--- src/rtl/uart_rx.sv ---
// Asynchronous serial receiver: 8N1-style framing (start, PAYLOAD_BITS LSB first, stop),
// mid-bit sampling from a 2-flop synchronised line, valid/frame-error strobes.
module uart_rx #(
  parameter int unsigned BIT_RATE     = 115200,
  parameter int unsigned CLK_FREQ     = 10_000_000,
  parameter int unsigned PAYLOAD_BITS = 8
) (
  input  logic                    clock,
  input  logic                    reset,
  input  logic                    io_i_serial_data,
  output logic [PAYLOAD_BITS-1:0] io_o_data,
  output logic                    io_o_valid,
  output logic                    io_o_frame_err,
  output logic                    io_o_busy
);

  localparam int unsigned CPB   = CLK_FREQ / BIT_RATE;
  localparam int unsigned HALF  = CPB / 2;
  localparam int unsigned CNT_W = $clog2(CPB);
  localparam int unsigned IDX_W = $clog2(PAYLOAD_BITS + 1);

  typedef enum logic [2:0] {
    S_IDLE,
    S_START,
    S_DATA,
    S_STOP,
    S_BREAK
  } state_t;

  state_t                  state_q, state_d;
  logic                    sync1_q, rxs_q;
  logic [CNT_W-1:0]        cnt_q, cnt_d;
  logic [IDX_W-1:0]        idx_q, idx_d;
  logic [PAYLOAD_BITS-1:0] shift_q, shift_d;
  logic [PAYLOAD_BITS-1:0] data_q, data_d;
  logic                    valid_q, valid_d;
  logic                    err_q, err_d;
  logic                    busy_q, busy_d;

  // Next-state, bit timing and output strobes; all decisions use the synchronised line.
  always_comb begin
    state_d = state_q;
    cnt_d   = cnt_q;
    idx_d   = idx_q;
    shift_d = shift_q;
    data_d  = data_q;
    valid_d = 1'b0;
    err_d   = 1'b0;
    unique case (state_q)
      S_IDLE: begin
        cnt_d = '0;
        if (!rxs_q) state_d = S_START;
      end
      S_START: begin
        if (cnt_q == CNT_W'(HALF - 1)) begin
          cnt_d   = '0;
          idx_d   = '0;
          state_d = rxs_q ? S_IDLE : S_DATA;
        end else begin
          cnt_d = cnt_q + CNT_W'(1);
        end
      end
      S_DATA: begin
        if (cnt_q == CNT_W'(CPB - 1)) begin
          cnt_d   = '0;
          shift_d = PAYLOAD_BITS'({rxs_q, shift_q} >> 1);
          idx_d   = idx_q + IDX_W'(1);
          if (idx_q == IDX_W'(PAYLOAD_BITS - 1)) state_d = S_STOP;
        end else begin
          cnt_d = cnt_q + CNT_W'(1);
        end
      end
      S_STOP: begin
        if (cnt_q == CNT_W'(CPB - 1)) begin
          cnt_d = '0;
          if (rxs_q) begin
            data_d  = shift_q;
            valid_d = 1'b1;
            state_d = S_IDLE;
          end else begin
            err_d   = 1'b1;
            state_d = S_BREAK;
          end
        end else begin
          cnt_d = cnt_q + CNT_W'(1);
        end
      end
      S_BREAK: begin
        // Hold off until the line idles so a stuck-low line cannot look like a start bit.
        cnt_d = '0;
        if (rxs_q) state_d = S_IDLE;
      end
      default: state_d = S_IDLE;
    endcase
    busy_d = (state_d != S_IDLE);
  end

  always_ff @(posedge clock or negedge reset) begin
    if (!reset) begin
      sync1_q <= 1'b1;
      rxs_q   <= 1'b1;
      state_q <= S_IDLE;
      cnt_q   <= '0;
      idx_q   <= '0;
      shift_q <= '0;
      data_q  <= '0;
      valid_q <= 1'b0;
      err_q   <= 1'b0;
      busy_q  <= 1'b0;
    end else begin
      sync1_q <= io_i_serial_data;
      rxs_q   <= sync1_q;
      state_q <= state_d;
      cnt_q   <= cnt_d;
      idx_q   <= idx_d;
      shift_q <= shift_d;
      data_q  <= data_d;
      valid_q <= valid_d;
      err_q   <= err_d;
      busy_q  <= busy_d;
    end
  end

  assign io_o_data      = data_q;
  assign io_o_valid     = valid_q;
  assign io_o_frame_err = err_q;
  assign io_o_busy      = busy_q;

endmodule

--- config.mk ---
export PLATFORM = sky130hd
export DESIGN_NAME = uart_rx
export DESIGN_NICKNAME = d
export VERILOG_FILES = /design/src/rtl/uart_rx.sv
export SDC_FILE = /design/constraint.sdc
export NUM_CORES = 1
export LEC_CHECK = 0
export CAP_MARGIN = 10
export CORE_MARGIN = 10
export CORE_UTILIZATION = 50
export DETAILED_ROUTE_END_ITERATION = 6
export PLACE_DENSITY = 0.74
export SLEW_MARGIN = 20
export SYNTH_ARGS = -nofsm -noshare
export SYNTH_HDL_FRONTEND = slang
export SYNTH_SLANG_ARGS = --single-unit
--- constraint.sdc ---
create_clock -name clock -period 1.66 [get_ports clock]
set_clock_uncertainty 0.15 [all_clocks]
set_input_delay 0.332 -clock clock [delete_from_list [all_inputs] [get_ports clock]]
set_output_delay 0.332 -clock clock [all_outputs]
set_load 0.01 [all_outputs]
# ---- After elaboration in Yosys (flattened, before gate mapping)
# Cells that the tools add are included.
dict set report word_totals {
  output_inout_bits 11
  ff_bits 35
}
dict set report op_classes {
  n_reduce_logical 9
  eq_ne 9
  n_mux 21
  n_addsub 2
}
# operator count
set op_table {}
lappend op_table {{two-way mux 3 bit} 7}
lappend op_table {{one-hot mux 7 bit (3 select lines)} 1}
lappend op_table {{one-hot mux 3 bit (5 select lines)} 1}
lappend op_table {{two-way mux 7 bit} 2}
lappend op_table {{two-way mux 4 bit} 2}
lappend op_table {{one-hot mux 4 bit (2 select lines)} 1}
lappend op_table {{adder 7 x 1 -> 7 bit (second input constant)} 1}
lappend op_table {{== test 7 x 6 -> 1 bit (second input constant)} 1}
lappend op_table {{== test 7 bit (second input constant)} 1}
lappend op_table {{== test 3 x 2 -> 1 bit (second input constant)} 2}
lappend op_table {{two-way mux 1 bit} 6}
lappend op_table {{AND reduction 3 bit} 2}
lappend op_table {{nonzero test 3 bit} 2}
lappend op_table {{adder 4 x 1 -> 4 bit (second input constant)} 1}
lappend op_table {{== test 4 x 3 -> 1 bit (second input constant)} 1}
lappend op_table {{inequality test 2 bit (second input constant)} 2}
lappend op_table {{OR reduction 2 bit} 2}
lappend op_table {{== test 3 x 1 -> 1 bit (second input constant)} 1}
lappend op_table {{== test 3 bit (second input constant)} 1}
lappend op_table {{logical NOT 3 bit} 1}
lappend op_table {{two-way mux 2 bit} 1}
lappend op_table {{AND reduction 2 bit} 1}
lappend op_table {{nonzero test 2 bit} 1}

# ---- Longest topological paths before layout
# Gate-level depths: netlist (run 1).
dict set report depth {
  depth_word 5
  depth_mapped 7
}

# ---- Least setup slack after synthesis (run 1)
# Ideal clock, no wire load.
dict set report synth_path {
  kind {reg2reg}
  from {reg cnt_q[0]}
  to {reg busy_q, in the netlist io_o_busy}
  setup_slack_ns -0.125
  required_time_ns 1.379
  path_buffers 0
  arrival_ns 1.503
  setup_time_ns 0.131
  stages_incl_launch_ff 7
  path_cell_list {dfrtp_1 > inv_1 > ha_1 > and4bb_2 > a21oi_1 > o311a_1 > or3_1}
}
dict set report synth_via {
  elab_chain_cells 4
  word_cells_on_any_way 7
  cone_classes {eq/ne (2); mux (4); reduce/logical (1)}
}
# element line_no
set synth_rtl {}
lappend synth_rtl {{start: declaration} 32} ;# logic [CNT_W-1:0] cnt_q, cnt_d;
lappend synth_rtl {{start signal: assignment} 114} ;# cnt_q <= cnt_d;
lappend synth_rtl {{== test 7 bit / == test 7 x 6 -> 1 bit (equally long branches)} {64, 74, 55}}
lappend synth_rtl {{two-way mux 3 bit, on equally long branches} {74, 55, 64}}
lappend synth_rtl {{one-hot mux 3 bit (5 select lines) (*)} 49} ;# unique case (state_q)
lappend synth_rtl {{nonzero test 3 bit (*)} 95} ;# busy_d = (state_d != S_IDLE);
lappend synth_rtl {{named net busy_d} 38} ;# logic busy_q, busy_d;
lappend synth_rtl {{end signal: assignment} 120} ;# busy_q <= busy_d;
lappend synth_rtl {{end: declaration} 38}
# The timed path passes the listed nets; every way through them passes the cells marked *.
# A chain may end at the register's enable or synchronous reset.

# ---- Worst setup path after layout (run 1)
# Same ends and word-level chain as after synthesis.

==> impl_metrics.tcl, run 1 <==
set metrics [dict create \
    status "finished, violations left" \
    violations "negative setup slack" \
    ys_warn_count 0 \
    synth_cells 127 \
    crit_path_end_kind "flip-flop" \
    ys.flop_type "dfrtp_1" \
    tightest_slew_ns 0.3139 \
    max_stage_delay_ns 0.42 \
    ys_ff_latch 35 \
    avgSynthCellArea_um2 12.24 \
    syn_to_final_growth_pct 36.47 \
    yosys.area.top_type_share 0.5314 \
    cts_hold_buf 0 \
    clock_latency_ns 0.32 \
    nNetsFinal 177 \
    layout-drive-gt1-share 0.4176 \
    drv_slew 0 \
    place_area_um2 1863 \
    clkTransAtPathRegs_ns 0.10 \
    path_buf_inv 1 \
    wl_um 3590 \
    place_ws_ns -0.1959 \
    synth_edf_count 0 \
    routed_via_density 5.611 \
    via_count 1139 \
    die_w_um 75.75 \
    antenna_found_initial 0 \
    cpMaxStageDelayCell "dfrtp_1" \
    utilization 0.7063 \
    portBuffers 13 \
    crit_chain "inv_2 > ha_4 > and4bb_2 > a21oi_2 > o311a_1 > or3_1" \
    synth_top_cell_by_area "dfrtp_1" \
    slew-limit-headroom 0.7888 \
    core-area_um2 3003 \
    setup_viol 27 \
    hold_path_class "input port to asynchronous set/reset pin" \
    crit_type "flip-flop to flip-flop" \
    drtPass1Iterations 6 \
    grt_overflow 0 \
    numClockSinks 35 \
    worst_path_dominant_cell_family "simple AND/OR/NAND/NOR gates" \
    track_usage 0.1395 \
    htree_levels 2 \
    grt_pass1_wl_um 5878 \
    seq_area_frac_synth 0.5652 \
    cts_tree "yes" \
    cts_buffers 5 \
    route.detailed.drc 0 \
    fin_crit_ns 1.855 \
    start_kind "flip-flop" \
    powerDensity_nw_per_um2 800.7 \
    die_area_um2 5738 \
    fmax_mhz 539.0 \
    hold_violations 0 \
    worstPathArrival_ns 1.91 \
    num-fill-cells 240 \
    worst_slack_ns -0.1953 \
    register_area_um2 878.3 \
    worstPathMaxFanout 3 \
    io-pin-count 14 \
    gp_congestion 0.8355 \
    cts_root_buf "clkbuf_4" \
    die_h_um 75.75 \
    synth.area.top_cells "dfrtp_1, mux2_2, dfstp_2" \
    drtIter0Drc 32 \
    async_flop_share 1.000 \
    max_cap_violations 0 \
    peakVddDrop_mv 0.5232 \
    antenna_left 0 \
    n_antenna_cell 0 \
    hpwlAfterDp_um 2221 \
    initial_core_util 0.5175 \
    fin_crit_sh 1.118 \
    grt_start_max_net_pins 36 \
    syn_nets 134 \
    rsz0062_at_grt "yes" \
    p_leak_nw 1.089 \
    std_cell_rows 20 \
    synthDistinctLibCells 38 \
    first_global_vias 1248 \
    clk_path_buf_depth 2 \
    wl_per_cell_um 17.68 \
    fin_area_um2 2121 \
    critical_path_required_ns 1.72 \
    synth_area_um2 1554 \
    power_mw 1.698 \
    multiInputGateArea_um2 760.7 \
]
==> routing by layer <==
layer / routed length (um) / track usage
met2: 2009 / 0.2500
met1: 1433 / 0.1431
met5: 0 / 0
met3: 95 / 0.04557
met4: 51 / 0.06598
==> logic make-up (layout without fill, tap and decap cells) <==
group / after synthesis / after routing / share of synthesized area
and+or+nand+nor: 36 / 36 / 0.1377
DFF: 35 / 35 / 0.5652
AOI/OAI and AO/OA: 20 / 20 / 0.09260
muxes: 16 / 16 / 0.1159
buffers and inverters: 11 / 54 / 0.02818
xor gates and xnor gates: 5 / 5 / 0.02818
adders and majority gates: 4 / 4 / 0.03221
==> worst register-to-register path, stage by stage (launching register included) <==
cell	delay, ns
dfrtp_1	0.42
inv_2	0.10
ha_4	0.12
and4bb_2	0.26
a21oi_2	0.07
o311a_1	0.31
or3_1	0.31
==> cell usage after synthesis (2+ instances only) <==
library cell,n
buf_2,2
a21oi_1,3
o32ai_1,2
mux2_2,16
dfstp_2,2
nand4_1,3
nand2_1,5
o21ai_0,4
nand3_1,4
ha_1,4
inv_1,8
dfrtp_1,33
nor2_1,8
xor2_1,5
and3_1,3
nor2b_1,3
==> flip-flops by register name, summed over array words and instances (netlist names) <==
register,cells
io_o_valid,1
io_o_data,8
rxs_q,1
cnt_q,7
idx_q,4
state_q,3
io_o_frame_err,1
shift_q,8
io_o_busy,1
sync1_q,1
==> path summary, 6_finish.rpt <==
path                       slack (ns)  cells after the start   endpoint      from
max                             -0.20                      6  io_o_busy  cnt_q[0]
min                              0.21                      2   cnt_q[2]     reset
max reg2reg                     -0.20                      6  io_o_busy  cnt_q[0]
min reg2reg                      0.22                      0      rxs_q   sync1_q
max in group asynchronous        0.90                      2    sync1_q     reset
min in group clock               0.22                      0      rxs_q   sync1_q
==> cell usage in the layout (no fill, tap or decap), drive strengths merged, types with 2 or more instances in the layout <==
cell | netlist | layout
nand2 | 5 | 5
nand4 | 4 | 4
dlygate4sd2 | 0 | 11
o21ai | 5 | 5
xor2 | 5 | 5
dfrtp | 33 | 33
clkbuf | 1 | 6
clkdlybuf4s50 | 0 | 2
and4bb | 2 | 2
nand3 | 4 | 4
dfstp | 2 | 2
buf | 2 | 26
nor2b | 3 | 3
nor2 | 8 | 8
ha | 4 | 4
inv | 8 | 8
a21oi | 4 | 4
mux2 | 16 | 16
o32ai | 2 | 2
and3 | 3 | 3
==> what timing repair did <==
action                     4_1_cts  5_1_grt
setup buffers                    4        2
cloned                           2        0
setup endpoints to repair       38       29
pin swaps                        2        6
gates resized for setup         28       17
==> through the flow <==
stage	instances	setup TNS, ns	hold WS (ns)
2_1_floorplan	127	-0.2716	-0.1136
3_3_place_gp	188	-1.527	0.1956
3_5_place_dp	188	-2.501	0.2005
4_1_cts	201	-2.488	0.2104
5_1_grt	203	-4.077	0.1984
6_report	203	-2.680	0.2123
==> area by class of cell <==
class                   instances  area share
flip-flops and latches         35      0.4142
multi-input cells              81      0.3587
inverters                       8     0.01416
well taps                      33     0.01947
repair buffers                 39      0.1599
clock inverters                 1     0.01416
clock buffers                   6     0.01947
==> power breakdown <==
part,switching [mW],internal (mW)
Sequential,0.0262,0.874
Combinational,0.105,0.117
Clock,0.266,0.310
Power figures use the tool's default switching activity.
==> run 2: changes to the inputs <==
Settings changed: SLEW_MARGIN 20 to 25.
==> results of run 2 <==
No change in the layout: final DEF, timing and power equal those of run 1.
